File: config.mk
export PLATFORM = sky130hd
export DESIGN_NAME = sseg_disp_arbiter_flat
export DESIGN_NICKNAME = d
export VERILOG_FILES = /design/src/rtl/sseg_disp_arbiter_pkg.sv /design/src/rtl/sseg_disp_arbiter_if.sv /design/src/rtl/sseg_disp_arbiter_rr_pick.sv /design/src/rtl/sseg_disp_arbiter.sv /design/src/flat_wrapper.sv
export SDC_FILE = /design/constraint.sdc
export NUM_CORES = 1
export LEC_CHECK = 0
export BUFFER_PORTS_ARGS = -buffer_cell sky130_fd_sc_hd__buf_2
export CAP_MARGIN = 40
export CORE_MARGIN = 2
export CORE_UTILIZATION = 35
export CTS_BUF_LIST = sky130_fd_sc_hd__clkbuf_8
export CTS_CLUSTER_DIAMETER = 80
export CTS_CLUSTER_SIZE = 16
export DETAILED_ROUTE_END_ITERATION = 12
export GPL_TIMING_DRIVEN = 0
export PLACE_DENSITY = 0.7
export SETUP_SLACK_MARGIN = 0.5
export SYNTH_ARGS = -nofsm -noshare
export SYNTH_HDL_FRONTEND = slang
export SYNTH_SLANG_ARGS = --single-unit
File: constraint.sdc
create_clock -name clk -period 3.87 [get_ports clk]
set_input_delay 0.387 -clock clk [delete_from_list [all_inputs] [get_ports clk]]
set_output_delay 0.387 -clock clk [all_outputs]
set_load 0.01 [all_outputs]
File: src/rtl/sseg_disp_arbiter_pkg.sv
// Shared types and constants for the seven-segment display arbiter and its clients.
package sseg_disp_arbiter_pkg;

  localparam int unsigned DIGIT_W         = 4;
  localparam int unsigned HEX_W           = 16;
  localparam int unsigned DP_W            = 4;
  localparam int unsigned DEF_NREQ        = 4;
  localparam int unsigned DEF_HOLD_CYCLES = 50_000_000;
  localparam int unsigned DEF_CNT_W       = 26;

  typedef enum logic {
    ST_IDLE = 1'b0,
    ST_HOLD = 1'b1
  } state_e;

  typedef struct packed {
    logic [DIGIT_W-1:0] hex3;
    logic [DIGIT_W-1:0] hex2;
    logic [DIGIT_W-1:0] hex1;
    logic [DIGIT_W-1:0] hex0;
    logic [DP_W-1:0]    dp;
  } disp_t;

  // Split a requester's packed digit word (hex3 in the MSBs) into display fields.
  function automatic disp_t make_disp(input logic [HEX_W-1:0] hex, input logic [DP_W-1:0] dp);
    disp_t d;
    d.hex3 = hex[15:12];
    d.hex2 = hex[11:8];
    d.hex1 = hex[7:4];
    d.hex0 = hex[3:0];
    d.dp   = dp;
    return d;
  endfunction

endpackage

File: src/rtl/sseg_disp_arbiter_if.sv
// Requester bundle and display outputs of the seven-segment display arbiter.
interface sseg_disp_arbiter_if
  import sseg_disp_arbiter_pkg::*;
#(
  parameter int unsigned NREQ = DEF_NREQ
);
  logic [NREQ-1:0]       req;
  logic [HEX_W*NREQ-1:0] req_hex;
  logic [DP_W*NREQ-1:0]  req_dp;
  logic [NREQ-1:0]       ack;
  logic [NREQ-1:0]       grant;
  logic                  busy;
  logic [DIGIT_W-1:0]    hex3;
  logic [DIGIT_W-1:0]    hex2;
  logic [DIGIT_W-1:0]    hex1;
  logic [DIGIT_W-1:0]    hex0;
  logic [DP_W-1:0]       dp_out;

  modport master (
    output req, req_hex, req_dp,
    input  ack, grant, busy, hex3, hex2, hex1, hex0, dp_out
  );

  modport slave (
    input  req, req_hex, req_dp,
    output ack, grant, busy, hex3, hex2, hex1, hex0, dp_out
  );
endinterface

File: src/rtl/sseg_disp_arbiter_rr_pick.sv
// Combinational round-robin picker: first set request after 'last', wrapping modulo N.
module sseg_disp_arbiter_rr_pick #(
  parameter  int unsigned N  = 4,
  localparam int unsigned IW = $clog2(N)
) (
  input  logic [N-1:0]  req_i,
  input  logic [IW-1:0] last_i,
  output logic          any_c,
  output logic [IW-1:0] idx_c,
  output logic [N-1:0]  onehot_c
);

  int unsigned cand;

  // Offset 1 first, so the previous winner is searched last.
  always_comb begin
    any_c = 1'b0;
    idx_c = '0;
    cand  = 0;
    for (int unsigned k = 1; k <= N; k++) begin
      cand = (32'(last_i) + k) % N;
      if (!any_c && req_i[IW'(cand)]) begin
        any_c = 1'b1;
        idx_c = IW'(cand);
      end
    end
  end

  assign onehot_c = any_c ? (N'(1) << idx_c) : '0;

endmodule

File: src/rtl/sseg_disp_arbiter.sv
// Round-robin owner of the 4-digit display with a minimum hold time per grant.
module sseg_disp_arbiter
  import sseg_disp_arbiter_pkg::*;
#(
  parameter int unsigned NREQ        = DEF_NREQ,
  parameter int unsigned HOLD_CYCLES = DEF_HOLD_CYCLES,
  parameter int unsigned CNT_W       = DEF_CNT_W
) (
  input logic                clk,
  input logic                reset,
  sseg_disp_arbiter_if.slave bus
);

  localparam int unsigned IDX_W = $clog2(NREQ);

  state_e             state_q, state_d;
  logic [CNT_W-1:0]   cnt_q, cnt_d;
  logic [IDX_W-1:0]   owner_q, owner_d;
  logic [IDX_W-1:0]   rr_last_q, rr_last_d;
  disp_t              disp_q, disp_d;
  logic [NREQ-1:0]    ack_q, ack_d;
  logic [NREQ-1:0]    grant_q, grant_d;
  logic               busy_q, busy_d;

  logic               pick_any_c;
  logic [IDX_W-1:0]   pick_idx_c;
  logic [NREQ-1:0]    pick_onehot_c;
  logic               arb_c;
  logic               relatch_c;
  logic [IDX_W-1:0]   lat_idx_c;
  logic [HEX_W-1:0]   hex_sel_c;
  logic [DP_W-1:0]    dp_sel_c;

  sseg_disp_arbiter_rr_pick #(.N(NREQ)) u_pick (
    .req_i    (bus.req),
    .last_i   (rr_last_q),
    .any_c    (pick_any_c),
    .idx_c    (pick_idx_c),
    .onehot_c (pick_onehot_c)
  );

  assign lat_idx_c = arb_c ? pick_idx_c : owner_q;
  assign hex_sel_c = HEX_W'(bus.req_hex >> (HEX_W * 32'(lat_idx_c)));
  assign dp_sel_c  = DP_W'(bus.req_dp >> (DP_W * 32'(lat_idx_c)));

  // Arbitration happens from IDLE or at hold expiry; mid-hold only the owner may update.
  always_comb begin
    state_d   = state_q;
    cnt_d     = cnt_q;
    owner_d   = owner_q;
    rr_last_d = rr_last_q;
    disp_d    = disp_q;
    ack_d     = '0;
    grant_d   = grant_q;
    busy_d    = busy_q;
    arb_c     = 1'b0;
    relatch_c = 1'b0;

    case (state_q)
      ST_IDLE: arb_c = pick_any_c;
      ST_HOLD: begin
        if (cnt_q != '0) begin
          cnt_d     = cnt_q - CNT_W'(1);
          relatch_c = bus.req[owner_q];
        end else if (pick_any_c) begin
          arb_c = 1'b1;
        end else begin
          state_d = ST_IDLE;
          grant_d = '0;
          busy_d  = 1'b0;
        end
      end
      default: state_d = ST_IDLE;
    endcase

    if (arb_c) begin
      state_d   = ST_HOLD;
      cnt_d     = CNT_W'(HOLD_CYCLES - 1);
      owner_d   = pick_idx_c;
      rr_last_d = pick_idx_c;
      grant_d   = pick_onehot_c;
      busy_d    = 1'b1;
      ack_d     = pick_onehot_c;
      disp_d    = make_disp(hex_sel_c, dp_sel_c);
    end else if (relatch_c) begin
      ack_d  = grant_q;
      disp_d = make_disp(hex_sel_c, dp_sel_c);
    end
  end

  always_ff @(posedge clk or posedge reset) begin
    if (reset) begin
      state_q   <= ST_IDLE;
      cnt_q     <= '0;
      owner_q   <= '0;
      rr_last_q <= IDX_W'(NREQ - 1);
      disp_q    <= '0;
      ack_q     <= '0;
      grant_q   <= '0;
      busy_q    <= 1'b0;
    end else begin
      state_q   <= state_d;
      cnt_q     <= cnt_d;
      owner_q   <= owner_d;
      rr_last_q <= rr_last_d;
      disp_q    <= disp_d;
      ack_q     <= ack_d;
      grant_q   <= grant_d;
      busy_q    <= busy_d;
    end
  end

  assign bus.ack    = ack_q;
  assign bus.grant  = grant_q;
  assign bus.busy   = busy_q;
  assign bus.hex3   = disp_q.hex3;
  assign bus.hex2   = disp_q.hex2;
  assign bus.hex1   = disp_q.hex1;
  assign bus.hex0   = disp_q.hex0;
  assign bus.dp_out = disp_q.dp;

endmodule

File: src/flat_wrapper.sv
// flat-port wrapper written by rule: the top's interface ports become plain ports
module sseg_disp_arbiter_flat import sseg_disp_arbiter_pkg::*;
#(
  parameter int unsigned NREQ        = DEF_NREQ,
  parameter int unsigned HOLD_CYCLES = DEF_HOLD_CYCLES,
  parameter int unsigned CNT_W       = DEF_CNT_W
)
  (clk, reset, bus_req, bus_req_hex, bus_req_dp, bus_ack, bus_grant, bus_busy, bus_hex3, bus_hex2, bus_hex1, bus_hex0, bus_dp_out);
  sseg_disp_arbiter_if #(.NREQ(NREQ)) bus_i ();
  input logic clk;
  input logic reset;
  input wire logic [$bits(bus_i.req)-1:0] bus_req;
  input wire logic [$bits(bus_i.req_hex)-1:0] bus_req_hex;
  input wire logic [$bits(bus_i.req_dp)-1:0] bus_req_dp;
  output wire logic [$bits(bus_i.ack)-1:0] bus_ack;
  output wire logic [$bits(bus_i.grant)-1:0] bus_grant;
  output wire logic [$bits(bus_i.busy)-1:0] bus_busy;
  output wire logic [$bits(bus_i.hex3)-1:0] bus_hex3;
  output wire logic [$bits(bus_i.hex2)-1:0] bus_hex2;
  output wire logic [$bits(bus_i.hex1)-1:0] bus_hex1;
  output wire logic [$bits(bus_i.hex0)-1:0] bus_hex0;
  output wire logic [$bits(bus_i.dp_out)-1:0] bus_dp_out;
  assign bus_i.req = bus_req;
  assign bus_i.req_hex = bus_req_hex;
  assign bus_i.req_dp = bus_req_dp;
  assign bus_ack = bus_i.ack;
  assign bus_grant = bus_i.grant;
  assign bus_busy = bus_i.busy;
  assign bus_hex3 = bus_i.hex3;
  assign bus_hex2 = bus_i.hex2;
  assign bus_hex1 = bus_i.hex1;
  assign bus_hex0 = bus_i.hex0;
  assign bus_dp_out = bus_i.dp_out;
  sseg_disp_arbiter #(.NREQ(NREQ), .HOLD_CYCLES(HOLD_CYCLES), .CNT_W(CNT_W)) u_core (.clk(clk), .reset(reset), .bus(bus_i));
endmodule
# Word-level counts from Yosys, hierarchy flattened
# Cells that the tools add are included.
dict set report op_classes {
  add_sub_neg 5
  order_cmp 5
  n_eq_ne 2
  n_shift 3
  mux 43
  bitwise 1
  n_reduce_logical 12
}
# cell n
set ops {}
lappend ops {{$mux 26} 3}
lappend ops {{$shr 64x6->16} 1}
lappend ops {{$mux 20} 2}
lappend ops {{$mux 4} 7}
lappend ops {{$reduce_bool 26->1} 1}
lappend ops {{$sub 26x1->26 const B} 1}
lappend ops {{$mux 1} 20}
lappend ops {{$shr 16x4->4} 1}
lappend ops {{$lt 2x3->1 const B} 5}
lappend ops {{$bmux 1 s2} 5}
lappend ops {{$mux 2} 5}
lappend ops {{$reduce_bool 2->1} 3}
lappend ops {{$add 2x1->2 const B} 2}
lappend ops {{$add 2x2->2 const B} 2}
lappend ops {{$shl 1x2->4 const A} 1}
lappend ops {{$logic_and 1x1->1} 3}
lappend ops {{$logic_not 1->1} 3}
lappend ops {{$reduce_and 3->1} 1}
lappend ops {{$ne 2x1->1 const B} 1}
lappend ops {{$ne 2x2->1 const B} 1}
lappend ops {{$pmux 1 s2} 1}
lappend ops {{$reduce_and 2->1} 1}
lappend ops {{$not 1->1} 1}
dict set report totals {
  reg_bits 60
  out_inout_bits 29
}

# Logic depth before layout (Yosys ltp)
dict set report logic_depth {
  depth_word 20
  mapped_depth 10
  mapped_depth_nobuf 9
}

# Cells and area by module
# Synthesis repeated with hierarchy kept, for this count alone.
dict set report hier_totals {
  cells_unflattened 378
  hier_area_um2 3863.7
}
# mod instances cells_per_inst area_each_um2 seq_area_each_um2
set modules_own_cells {}
lappend modules_own_cells {sseg_disp_arbiter 1 348 3662.3 1503.9}
lappend modules_own_cells {sseg_disp_arbiter_rr_pick 1 30 201.4 0.0}

# Least setup slack after synthesis
# OpenSTA, ideal clock, no wires.
dict set report synth_timing {
  path_type {flip-flop to flip-flop}
  from {register u_core.cnt_q[0]}
  to {register u_core.disp_q, in the netlist u_core.bus.hex1[3]}
  setup_time_ns 0.142
  arrival_time_ns 2.291
  setup_slack_ns 1.437
  stages_incl_launch_ff 11
  path_buffers 2
  synth_period_minus_slack_ns 2.433
  cell_sequence {dfrtp_1 -> inv_1 -> ha_1 -> nor3b_1 -> nand4_2 -> or4_1 -> a32o_1 -> buf_6 -> buf_6 -> a221oi_2 -> a211oi_1}
}
dict set report synth_between {
  elab_chain_cells 7
  word_cells_on_any_way 10
}
# element line
set synth_lines {}
lappend synth_lines {{from (decl)} sseg_disp_arbiter.sv:17} ;# logic [CNT_W-1:0] cnt_q, cnt_d;
lappend synth_lines {{from (signal assigned)} sseg_disp_arbiter.sv:103} ;# cnt_q <= cnt_d;
lappend synth_lines {{$reduce_bool 26->1 *} sseg_disp_arbiter.sv:62} ;# if (cnt_q != '0) begin
lappend synth_lines {{$mux 1} sseg_disp_arbiter.sv:62}
lappend synth_lines {{$pmux 1 s2} sseg_disp_arbiter.sv:59} ;# case (state_q)
lappend synth_lines {{$mux 2} -}
lappend synth_lines {{$shr 64x6->16} sseg_disp_arbiter.sv:43} ;# assign hex_sel_c = HEX_W'(bus.req_hex >> (HEX_W * 32'(lat_idx_c)));
lappend synth_lines {{$mux 20} sseg_disp_arbiter.sv:85} ;# end else if (relatch_c) begin
lappend synth_lines {{$mux 20} sseg_disp_arbiter.sv:76} ;# if (arb_c) begin
lappend synth_lines {{to (signal assigned)} sseg_disp_arbiter.sv:106} ;# disp_q <= disp_d;
lappend synth_lines {{to (decl)} sseg_disp_arbiter.sv:20} ;# disp_t disp_q, disp_d;
# Every way passes the cells marked *; elsewhere a longest branch is shown, timed or not. The select of a mux whose other input is x is not followed.
# A chain may end at the register's enable or synchronous reset.

# Final worst setup path
dict set report layout_timing {
  from {register u_core.cnt_q[16]}
  to {register u_core.grant_q[1], in the netlist u_core.bus.grant[1]}
}
dict set report layout_between {
  elab_chain_cells 5
  word_cells_on_any_way 8
}
# element line
set layout_lines {}
lappend layout_lines {{$reduce_bool 26->1 *} sseg_disp_arbiter.sv:62}
lappend layout_lines {{$mux 1} sseg_disp_arbiter.sv:62}
lappend layout_lines {{$pmux 1 s2} sseg_disp_arbiter.sv:59}
lappend layout_lines {{$ne 2x2->1 (no line), or another cell as far along} -}
lappend layout_lines {{$reduce_and 3->1 (no line)} -}
lappend layout_lines {{to (signal assigned)} sseg_disp_arbiter.sv:108} ;# grant_q <= grant_d;
lappend layout_lines {{to (decl)} sseg_disp_arbiter.sv:22} ;# logic [NREQ-1:0] grant_q, grant_d;
# Every way passes the cells marked *; elsewhere a longest branch is shown, timed or not.

==> flow_summary_export.csv <==
group,metric,value,unit
outcome,status,"finished clean",
timing,worst_pin_slew,0.7905,ns
timing,hold_viol,0,
timing,finalClockSkew,0.005742,ns
global_routing,met3_usage,4.255,%
die,core.rowCount,37,
worst_setup_path,endpoint_kind,"flip-flop",
global_routing,use_met2,29.71,%
global_routing,grt_pass1_wl,16860,um
route,wl,10380,um
cts,ctsResizeCount,0,
worst_setup_path,worstSetupPathType,"flip-flop to flip-flop",
worst_setup_path,critPathLaunchType,"flip-flop",
power,powerDensity,450.1,nW/um^2
global_routing,grt_pass1_vias,3506,
timing,fin_ws,0.8430,ns
power,p_leak,2.038,nW
route,dr.pass1.iters,5,
global_routing,antenna_found_initial,0,
power,intPower,1.432,mW
worst_setup_path,path_buf_inv,3,
logic_synthesis,ys_seq_area_share,40.79,%
cts,cts_root_buf,"clkbuf_8",
power,power_frac_comb,25.3,%
power,power.switching,0.6821,mW
logic_synthesis,postSynthCellCount,374,
logic_synthesis,yosysWarnings,0,
logic_synthesis,synth.net_count,462,
logic_synthesis,synth_edf_count,0,
worst_setup_path,critPathRequiredTime,4.06,ns
route,vias_per_cell,5.548,
route,drt_iter0_drc,242,
timing,drv_slew,0,
die,core,10280,um^2
die,dieHeight,106.6,um
route,wl_per_cell,16.19,um
timing,fin_hold_ws,0.1454,ns
global_routing,grt_util_met1,24.10,%
route,detail-route-antenna-nets,0,
worst_setup_path,path_cells,"nor4_1 > nand3_1 > o21a_1 > clkbuf_1 > clkbuf_1 > clkbuf_1 > a32oi_1 > o21ai_0",
cells_and_area,final_common_cell,"buf_2",
logic_synthesis,synth_cell_types,49,
worst_setup_path,critPathMostFrequentCell,"clkbuf_1",
cts,cts_tree,"done",
place,place_congestion,0.8255,
flow_run,drv_cap,0,
cts,cts_buffers,9,
place,post-place-ws,0.9220,ns
timing,finalCritPeriodShare,78.22,%
place,io_buffers,114,
global_routing,gr-total-overflow,0,
route,remaining_drc_errors,0,
cts,clk_pin_slew,0.07,ns
cells_and_area,fin_nets,588,
route,via_count,3556,
cts,cts_buffer_depth,2,
logic_synthesis,synth-async-reset-ratio,100.0,%
die,io_pins,115,
cells_and_area,drive_gt1_share,33.27,%
cells_and_area,final_cell_mix,"117 x buf_2, 58 x dfrtp_1, 48 x nor2_1",
timing,fin_crit,3.027,ns
logic_synthesis,synthFlopType,"dfrtp_1",
power,pwr-share-clk,33.6,%
logic_synthesis,synth_area,3687,um^2
worst_setup_path,worstPathMaxFanout,10,
power,pwr-share-seq,41.1,%
global_routing,grt_most_used_layer,"met2",
worst_setup_path,arrival,3.22,ns
die,die_w,106.6,um
power,ir_drop,0.1881,mV
global_routing,grt_max_degree,33,
cts,h-tree-depth,3,
cts,clock-sinks,60,
place,hpwlAfterDp,7682,um
logic_synthesis,synth.avg_cell_area,9.859,um^2
timing,rsz0062_at_grt,"false",
die,floorplan.initialDensity,35.88,%
cts,clk_latency,0.34,ns
power,sw_frac_of_total,32.26,%
timing,timing.fmax,330.4,MHz
logic_synthesis,yosys_register_bits,60,
timing,fin_setup_tns,0,ns
cts,cts_setup_buffers,0,
hold_path,hp-class,"input pin to async pin",
power,finalPower,2.114,mW
timing,slew_headroom,46.82,%
worst_setup_path,cp_slowest_cell,"nor4_1",
cells_and_area,syn2layout_area_growth,27.42,%
timing,finalSetupViolCount,0,
die,die_area,11370,um^2
worst_setup_path,r2r_slack,0.84,ns
global_routing,grtUsageTotal,18.63,%
cells_and_area,antennaDiodeCount,0,
worst_setup_path,cp_top_family,"buffers and inverters",
cts,postCtsHoldBufs,0,
worst_setup_path,max_stage_delay,0.64,ns
routing by layer:
layer / up-vias / wire length, um / part of all wire [%]
met5: - / 0 / 0
met4: 0 / 221 / 2.1
met3: 20 / 840 / 8.1
met2: 171 / 4828 / 47
met1: 1679 / 4489 / 43
li1: 1686 / - / -
cells by family after synthesis:
kind of cell               synth area share [%]
adders and majority gates                0.6785
buffers and inverters                     4.784
DFF                                       40.79
xor gates and xnor gates                  3.563
AOI/OAI and AO/OA                         28.84
muxes                                     6.515
and+or+nand+nor                           14.83
power by group through the flow:
stage / Sequential [mW] / Clock (mW) / Combinational (mW)
floorplan: 0.863 / 0 / 0.348
global placement: 0.869 / 0 / 0.513
detailed placement: 0.874 / 0 / 0.529
CTS: 0.865 / 0.723 / 0.534
global route: 0.882 / 0.748 / 0.598
finish: 0.869 / 0.711 / 0.535
worst reg2reg max path: stages, from the launching register on:
cell and delay [ns]:
dfrtp_1 0.44, nor4_1 0.65, nand3_1 0.23, o21a_1 0.30, clkbuf_1 0.25, clkbuf_1 0.32, clkbuf_1 0.34, a32oi_1 0.23
o21ai_0 0.14
worst paths after layout:
kind                       cells after the start                         start                              end
setup / recovery                               8  u_core.cnt_q[16]$_DFFE_PP0P_  u_core.bus.grant[1]$_DFFE_PP0P_
hold / removal                                 2                         reset   u_core.bus.hex0[2]$_DFFE_PP0P_
setup reg to reg                               8  u_core.cnt_q[16]$_DFFE_PP0P_  u_core.bus.grant[1]$_DFFE_PP0P_
hold reg to reg                                2  u_core.cnt_q[25]$_DFFE_PP0P_     u_core.cnt_q[25]$_DFFE_PP0P_
max in group asynchronous                      3                         reset  u_core.rr_last_q[0]$_DFFE_PP1P_
min in group clk                               3               bus_req_hex[53]   u_core.bus.hex1[1]$_DFFE_PP0P_
synthesized netlist by cell type, drive strengths merged, types with 6 or more instances:
master,number,area share [%]
a211oi,22,4.5
nand2,18,1.8
nor2,48,4.9
buf,10,1.9
clkbuf,19,1.9
nor4,6,1.6
xor2,10,2.4
o2111ai,10,2.4
dfrtp,58,39
a21oi,12,1.6
nor3,12,1.8
mux2i,24,6.5
o21ai,10,1.4
a221oi,20,8.0
inv,9,0.92
a21boi,20,4.1
layout make-up:
cell class	count	area, um^2
clock inverter	5	98.84
multi-input combinational	276	2007
clock buffer	11	151.4
fill	1008	5579
sequential	60	1504
timing repair buffer	115	590.6
tap	136	170.2
inverter	9	33.78
buffer	29	142.6
flip-flops by register name, indices dropped and copies added (netlist names):
| register | cells |
|---|---|
| u_core.rr_last_q | 2 |
| u_core.bus.hex3 | 4 |
| u_core.bus.hex1 | 4 |
| u_core.owner_q | 2 |
| u_core.bus.grant | 4 |
| u_core.bus.hex0 | 4 |
| u_core.bus.busy | 1 |
| u_core.cnt_q | 26 |
| u_core.bus.ack | 4 |
| u_core.state_q | 1 |
| u_core.bus.hex2 | 4 |
| u_core.bus.dp_out | 4 |
stage by stage:
step           instances  util [%]  area, um^2
4_1_cts              641     45.71        4698
3_5_place_dp         625     43.28        4448
5_1_grt              641     45.71        4698
2_1_floorplan        374         -        3687
6_report             641     45.71        4698
3_3_place_gp         624     43.09        4428
(Power assumes the default switching activity.)
